File: config.mk
export PLATFORM = sky130hd
export DESIGN_NAME = exu_wb_buffer
export DESIGN_NICKNAME = d
export VERILOG_FILES = /design/src/rtl/exu_wb_buffer.sv
export SDC_FILE = /design/constraint.sdc
export NUM_CORES = 1
export LEC_CHECK = 0
export ABC_CLOCK_PERIOD_IN_PS = 14200
export CORE_ASPECT_RATIO = 0.8
export CORE_MARGIN = 1.5
export CORE_UTILIZATION = 43
export DETAILED_ROUTE_END_ITERATION = 10
export GPL_TIMING_DRIVEN = 0
export MAX_ROUTING_LAYER = met4
export PLACE_DENSITY = 0.78
export REMOVE_ABC_BUFFERS = 1
export SYNTH_ARGS = -nofsm -noshare
export SYNTH_HDL_FRONTEND = slang
export SYNTH_SLANG_ARGS = --single-unit
export TNS_END_PERCENT = 50
File: constraint.sdc
create_clock -name clock -period 14.2 [get_ports clock]
set_clock_uncertainty 0.2 [all_clocks]
set_input_delay 4.26 -clock clock [delete_from_list [all_inputs] [get_ports clock]]
set_output_delay 4.26 -clock clock [all_outputs]
set_load 0.01 [all_outputs]
File: src/rtl/exu_wb_buffer.sv
// Writeback staging FIFO between execute and regfile/commit; registers the branch
// redirect for the frontend and discards wrong-path beats while the kill window runs.
module exu_wb_buffer #(
  parameter int DEPTH       = 2,
  parameter int KILL_CYCLES = 1
) (
  input  logic                     clock,
  input  logic                     reset,
  input  logic                     in_valid,
  output logic                     in_ready,
  input  logic [63:0]              in_pc,
  input  logic [31:0]              in_instr,
  input  logic [4:0]               in_rd,
  input  logic                     in_need_to_wb,
  input  logic [63:0]              in_result,
  input  logic                     in_redirect_valid,
  input  logic [63:0]              in_redirect_target,
  input  logic                     flush,
  output logic                     out_valid,
  input  logic                     out_ready,
  output logic [63:0]              out_pc,
  output logic [31:0]              out_instr,
  output logic [4:0]               out_rd,
  output logic                     out_wen,
  output logic [63:0]              out_result,
  output logic                     redirect_valid_q,
  output logic [63:0]              redirect_target_q,
  output logic [$clog2(DEPTH):0]   occupancy
);

  localparam int PW = $clog2(DEPTH);
  localparam int CW = PW + 1;
  localparam int KW = $clog2(KILL_CYCLES + 1);

  typedef enum logic {RUN, KILL} state_t;

  state_t          state_reg;
  logic [KW-1:0]   kill_cnt_reg;
  logic [PW-1:0]   rd_ptr_reg;
  logic [PW-1:0]   wr_ptr_reg;
  logic [CW-1:0]   count_reg;

  logic [63:0]     mem_pc     [DEPTH];
  logic [31:0]     mem_instr  [DEPTH];
  logic [4:0]      mem_rd     [DEPTH];
  logic            mem_wen    [DEPTH];
  logic [63:0]     mem_result [DEPTH];

  logic            push;
  logic            pop;
  logic [DEPTH-1:0] entry_we;

  // While killing, the buffer swallows beats so execute never stalls on wrong-path work.
  assign in_ready  = (state_reg == KILL) ? 1'b1 : (count_reg < CW'(DEPTH));
  assign push      = in_valid & in_ready & (state_reg == RUN) & ~flush;
  assign out_valid = (count_reg != '0);
  assign pop       = out_valid & out_ready & ~flush;
  assign occupancy = count_reg;

  genvar gi;
  generate
    for (gi = 0; gi < DEPTH; gi++) begin : g_entry_we
      assign entry_we[gi] = push && (wr_ptr_reg == PW'(gi));
    end
  endgenerate

  always_ff @(posedge clock) begin
    if (reset) begin
      for (int i = 0; i < DEPTH; i++) begin
        mem_pc[i]     <= '0;
        mem_instr[i]  <= '0;
        mem_rd[i]     <= '0;
        mem_wen[i]    <= 1'b0;
        mem_result[i] <= '0;
      end
    end else begin
      for (int i = 0; i < DEPTH; i++) begin
        if (entry_we[i]) begin
          mem_pc[i]     <= in_pc;
          mem_instr[i]  <= in_instr;
          mem_rd[i]     <= in_rd;
          mem_wen[i]    <= in_need_to_wb & (in_rd != 5'd0);
          mem_result[i] <= in_result;
        end
      end
    end
  end

  assign out_pc     = mem_pc[rd_ptr_reg];
  assign out_instr  = mem_instr[rd_ptr_reg];
  assign out_rd     = mem_rd[rd_ptr_reg];
  assign out_wen    = mem_wen[rd_ptr_reg];
  assign out_result = mem_result[rd_ptr_reg];

  always_ff @(posedge clock) begin
    if (reset) begin
      state_reg         <= RUN;
      kill_cnt_reg      <= '0;
      rd_ptr_reg        <= '0;
      wr_ptr_reg        <= '0;
      count_reg         <= '0;
      redirect_valid_q  <= 1'b0;
      redirect_target_q <= '0;
    end else if (flush) begin
      // Target is left alone: only reset clears it.
      state_reg        <= RUN;
      kill_cnt_reg     <= '0;
      rd_ptr_reg       <= '0;
      wr_ptr_reg       <= '0;
      count_reg        <= '0;
      redirect_valid_q <= 1'b0;
    end else begin
      if (push) wr_ptr_reg <= wr_ptr_reg + PW'(1);
      if (pop)  rd_ptr_reg <= rd_ptr_reg + PW'(1);
      case ({push, pop})
        2'b10:   count_reg <= count_reg + CW'(1);
        2'b01:   count_reg <= count_reg - CW'(1);
        default: count_reg <= count_reg;
      endcase

      redirect_valid_q <= push & in_redirect_valid;
      if (push & in_redirect_valid) redirect_target_q <= in_redirect_target;

      case (state_reg)
        RUN: begin
          if (push & in_redirect_valid) begin
            state_reg    <= KILL;
            kill_cnt_reg <= KW'(KILL_CYCLES);
          end
        end
        KILL: begin
          kill_cnt_reg <= kill_cnt_reg - KW'(1);
          if (kill_cnt_reg == KW'(1)) state_reg <= RUN;
        end
        default: state_reg <= RUN;
      endcase
    end
  end

endmodule

## Yosys cells after proc, flatten, opt, wreduce, memory -nomap -nowiden

Memory sizes are Yosys's and may differ from the RTL's. A register that Yosys moved wholly into a read port is not among the register bits.
Index checks and enable logic that the tools add are counted.
W data, S select, Z words.

| operators by class | value |
|---|---|
| add/subtract/negate cells | 5 |
| magnitude comparators | 1 |
| eq/ne operators | 3 |
| mux-type cells | 35 |
| bitwise operators | 20 |
| reduce and logical (&&, ||, !) cells | 7 |

Operators with widths:

| kind | count |
|---|---|
| $mux W64 | 4 |
| $mux W32 | 2 |
| $mux W1 | 24 |
| $mux W5 | 2 |
| $or A1 B1 Y1 | 10 |
| $and A1 B1 Y1 | 7 |
| $reduce_bool A5 Y1 | 1 |
| $pmux W1 S2 | 2 |
| $pmux W2 S2 | 1 |
| $reduce_bool A2 Y1 | 2 |
| $not A1 Y1 | 3 |
| $add A1 B1 Y1 const B | 2 |
| $add A2 B1 Y2 const B | 1 |
| $eq A2 B1 Y1 const B | 1 |
| $eq A2 B2 Y1 const B | 1 |
| $logic_and A1 B1 Y1 | 2 |
| $lt A2 B2 Y1 const B | 1 |
| $ne A2 B1 Y1 const B | 1 |
| $reduce_and A2 Y1 | 1 |
| $reduce_or A2 Y1 | 1 |
| $sub A2 B1 Y2 const B | 1 |
| $sub A1 B1 Y1 const B | 1 |

| storage, ports and cells | value |
|---|---|
| bits in registers | 71 |
| bits in writable memories | 332 |
| input bits | 236 |
| output and inout port bits | 235 |
| logic and storage cells | 83 |
| memories kept | 5 |

Memories:

| name | words | bits a word | rd ports | clocked after memory_dff | wr ports | line | text |
|---|---|---|---|---|---|---|---|
| mem_pc | 2 | 64 | 1 | 1 | 2 | 43 | `logic [63:0] mem_pc [DEPTH];` |
| mem_result | 2 | 64 | 1 | 1 | 2 | 47 | `logic [63:0] mem_result [DEPTH];` |
| mem_instr | 2 | 32 | 1 | 1 | 2 | 44 | `logic [31:0] mem_instr [DEPTH];` |
| mem_rd | 2 | 5 | 1 | 1 | 2 | 45 | `logic [4:0] mem_rd [DEPTH];` |
| mem_wen | 2 | 1 | 1 | 1 | 2 | 46 | `logic mem_wen [DEPTH];` |

## Logic depth before layout (Yosys ltp)

| depth | value |
|---|---|
| word-level depth | 10 |
| mapped depth | 8 |
| gate-level depth less buffers | 6 |

## Worst setup path after synthesis

OpenSTA, ideal clock, no wires.

| path | value |
|---|---|
| kind | in2reg |
| from | input flush |
| to | memory mem_instr[0][0], enable pin |
| library setup time | 727 ps |
| arrival time | 12655 ps |
| required time | 13273 ps |
| path slack | 618 ps |
| cell stages on the path | 5 |
| path buffers | 2 |
| cells stage by stage | nor4b_4 -> inv_2 -> buf_2 -> clkbuf_1 -> o21bai_1 |

RTL lines:

| element | line | text |
|---|---|---|
| start: declaration | 18 | `input logic flush,` |
| end: declaration | 44 |  |

==> metrics.md <==
| Metric | Value |
|---|---|
| Wire length of the first global-routing pass | a little over 60000 um |
| Layout area overhead | 42.9% |
| Net Sw Power | between 0.5 and 0.6 mW |
| # setup viols final | 0 |
| R2R setup slack | about 11 ns |
| Routed Antenna Nets | 0 |
| Gr usage total | a little over a fifth |
| Synthesized cell area | around 16000 um2 |
| 1st-iter DRT viols | 523 |
| Via count | between 10000 and 15000 |
| Ys async rst share | 0% |
| Critical Path RT | between 9 and 10 ns |
| Count leader, synth | edfxtp_1 |
| Worst Path Arrival | ~3 ns |
| Setup crit end kind | primary output |
| Filler cell count | roughly 2700 |
| Worst vdd ir | 103 uV |
| Die area | 37900 um2 |
| Max Buffers Root-to-Sink | 3 |
| Yosys reg bits | 404 |
| Post-CTS Repair Setup Buffers | 0 |
| Antenna violations before repair | 2 |
| DRT Wirelength | 41400 um |
| Max-Cap Viols | 0 |
| Worst-Skew Late Latency | between 0.5 and 0.6 ns |
| GRT Residual Overflow | 0 |
| Post-DP HPWL | between 20000 and 30000 um |
| Max FO, Critical Path | 59 |
| Die X | 217 um |
| Switching share of power | a little over a fifth |
| Routed wire per std cell | 20.7 um |
| Critical path's most frequent cell | buf_16 |
| Final min period | between 7 and 8 ns |
| Leak | roughly 8 nW |
| Setup TNS | 0 ns |
| CP peak stage delay | approximately 0.89 ns |
| Dpl ws | about 6.2 ns |
| Fin. Hold Viols | 0 |
| H-tree depth | 2 |
| DRC viols | 0 |
| Flop pwr share | between 50% and 60% |
| CTS Buf Count | 41 |
| Synth cell types | 27 |
| PnR worst setup slack | about 6.7 ns |
| DR vias/cell | between 5 and 6 |
| Number of stages on the worst hold path | 2 |
| Top cell type's share of synthesized area | around 63% |
| Cells after Synth | between 1000 and 1500 |
| Sequential share of the synthesized area | between 70 and 80% |
| Power per cell area | between 100 and 150 nW/um2 |
| Clk network pwr share | about two fifths |
| IO Pins | roughly 470 |
| CTS clk-pin slew, worst paths | 0.07 ns |
| Post_cts resized | 0 |
| Area of the core | approximately 36000 um2 |
| Max_slew headroom | a little under a third |
| Starting density of the core | between 40% and 50% |
| Biggest regs | mem_pc: 128 flops, mem_result: 128 flops |
| Nets@finish | ~1700 |
| Critical path's slowest cell | dfxtp_4 |
| Synth area leader | edfxtp_1 |
| Final Cycle Share | 53.1% |
| Drt first pass iters | 4 |
| Run status | finished, final reports clean |
| Main area contributors after synthesis | edfxtp_1 (63%), mux2_2 (12%), dfxtp_1 (9.1%) |
| Internal power | approximately 2.1 mW |
| Syn Area/Cell | about 15 um2 |
| Row count | between 60 and 70 |
| Largest net degree at the start of global routing | 68 |
| Commonest cells post-synth | edfxtp_1 (332), mux2_2 (166), and2_1 (165), dfxtp_1 (72), a21oi_1 (67) |
| Share of cells above drive strength 1 | between 10% and 20% |
| Post-synth EDFFs | approximately 330 |
| Worst setup path class | register to primary output |
| PortBufs | 470 |
| Combinational share of power | between 10% and 20% |
| Worst slew pin tran | between 1 and 1.5 ns |
| Crit-path cells | buf_16 > buf_16 > mux2_2 > clkdlybuf4s50_1 |
| CTS tree | built |
| Max-slew violation count | 0 |
| Post-cts hold buffer count | 0 |
| Unrepaired setup endpoints after global routing | false |
| Number of global-route vias before repair | between 10000 and 15000 |
| Worst reg2reg path depth | 7 |
| Num Clock Sinks | just over 400 |
| GPL Wtd Cong | just over 0.8 |
| Root buffer cell | clkbuf_16 |
| Die Height | between 150 and 200 um |
| Synth Flop Type | edfxtp_1 |
| Finished Core Util | 62.6% |
| Syn. warnings | 0 |
| FMAX | between 100 and 150 MHz |
| Critical Path Start Type | register |
| Worst hold path type | register to register |
-- critical path, delay by kind of cell, from the launching register on --
family                 cells  cell delay, ns
buffers and inverters      3            1.23
flip-flops                 1            0.89
multiplexers               1            0.38
-- metal layers --
layer	vias up	part of all wire (%)	global-route usage (%)
li1	4734	-	-
met1	5080	38	24.5
met2	385	52	38.0
met3	58	7.9	5.97
met4	0	2.5	6.34
met5	-	0	-
-- kinds of logic after synthesis --
logic type               after synthesis  synth area share (%)
XOR/XNOR                               4                 0.222
multiplexers                         166                  11.8
buffers and inverters                 74                  2.05
AO/OA/AOI/OAI                        137                  4.42
AND/OR/NAND/NOR                      245                  9.18
adder cells (fa/ha/maj)                1                0.0792
flip-flops                           404                  72.2
-- power by group through the flow --
stage	clock, mW	sequential (mW)	combinational, mW
after detailed placement	0	1.39	0.300
after CTS	1.07	1.37	0.302
after global placement	0	1.41	0.282
final	1.05	1.37	0.299
after floorplan	0	1.40	0.0990
after global routing	1.11	1.37	0.317
-- layout by cell type (no fill, tap or decap), types with 6 or more instances in the layout --
cell / count
clkinv_2: 7
clkbuf_16: 42
clkinv_1: 6
mux2_2: 166
clkbuf_1: 8
a21oi_1: 67
nor2_1: 7
clkdlybuf4s50_1: 468
buf_12: 9
and2_1: 165
nand3_1: 64
dfxtp_1: 71
o21ai_0: 66
edfxtp_1: 332
buf_16: 9
-- final cells by class --
type	instances	area, um2	share of cell area, %
diodes	2	5.00	0.0222
multi-input cells	553	4090	18.1
clock inverters	21	206	0.914
inverters	2	8.76	0.0388
repair buffers	491	5160	22.9
well taps	480	601	2.66
clock buffers	51	1090	4.85
flip-flops and latches	404	11400	50.6
-- metrics by stage --
step	power [mW]	hold WS, ns	instance area, um2	std cells
floorplan	1.50	0.272	15500	959
global placement	1.69	0.260	20800	1909
detailed placement	1.69	0.265	21300	1930
CTS	2.74	0.274	22600	2002
global route	2.80	0.295	22600	2004
finish	2.71	0.274	22600	2004
-- worst paths after layout --
| check | from | end |
|---|---|---|
| worst max-delay path | register | out_pc[5] |
| worst min-delay path | redirect_target_q[6] | redirect_target_q[6] |
| worst max register to register | occupancy[1] | mem_result[0][27] |
| worst min register to register | redirect_target_q[6] | redirect_target_q[6] |
Note: power is estimated with default switching activity, not from simulation.
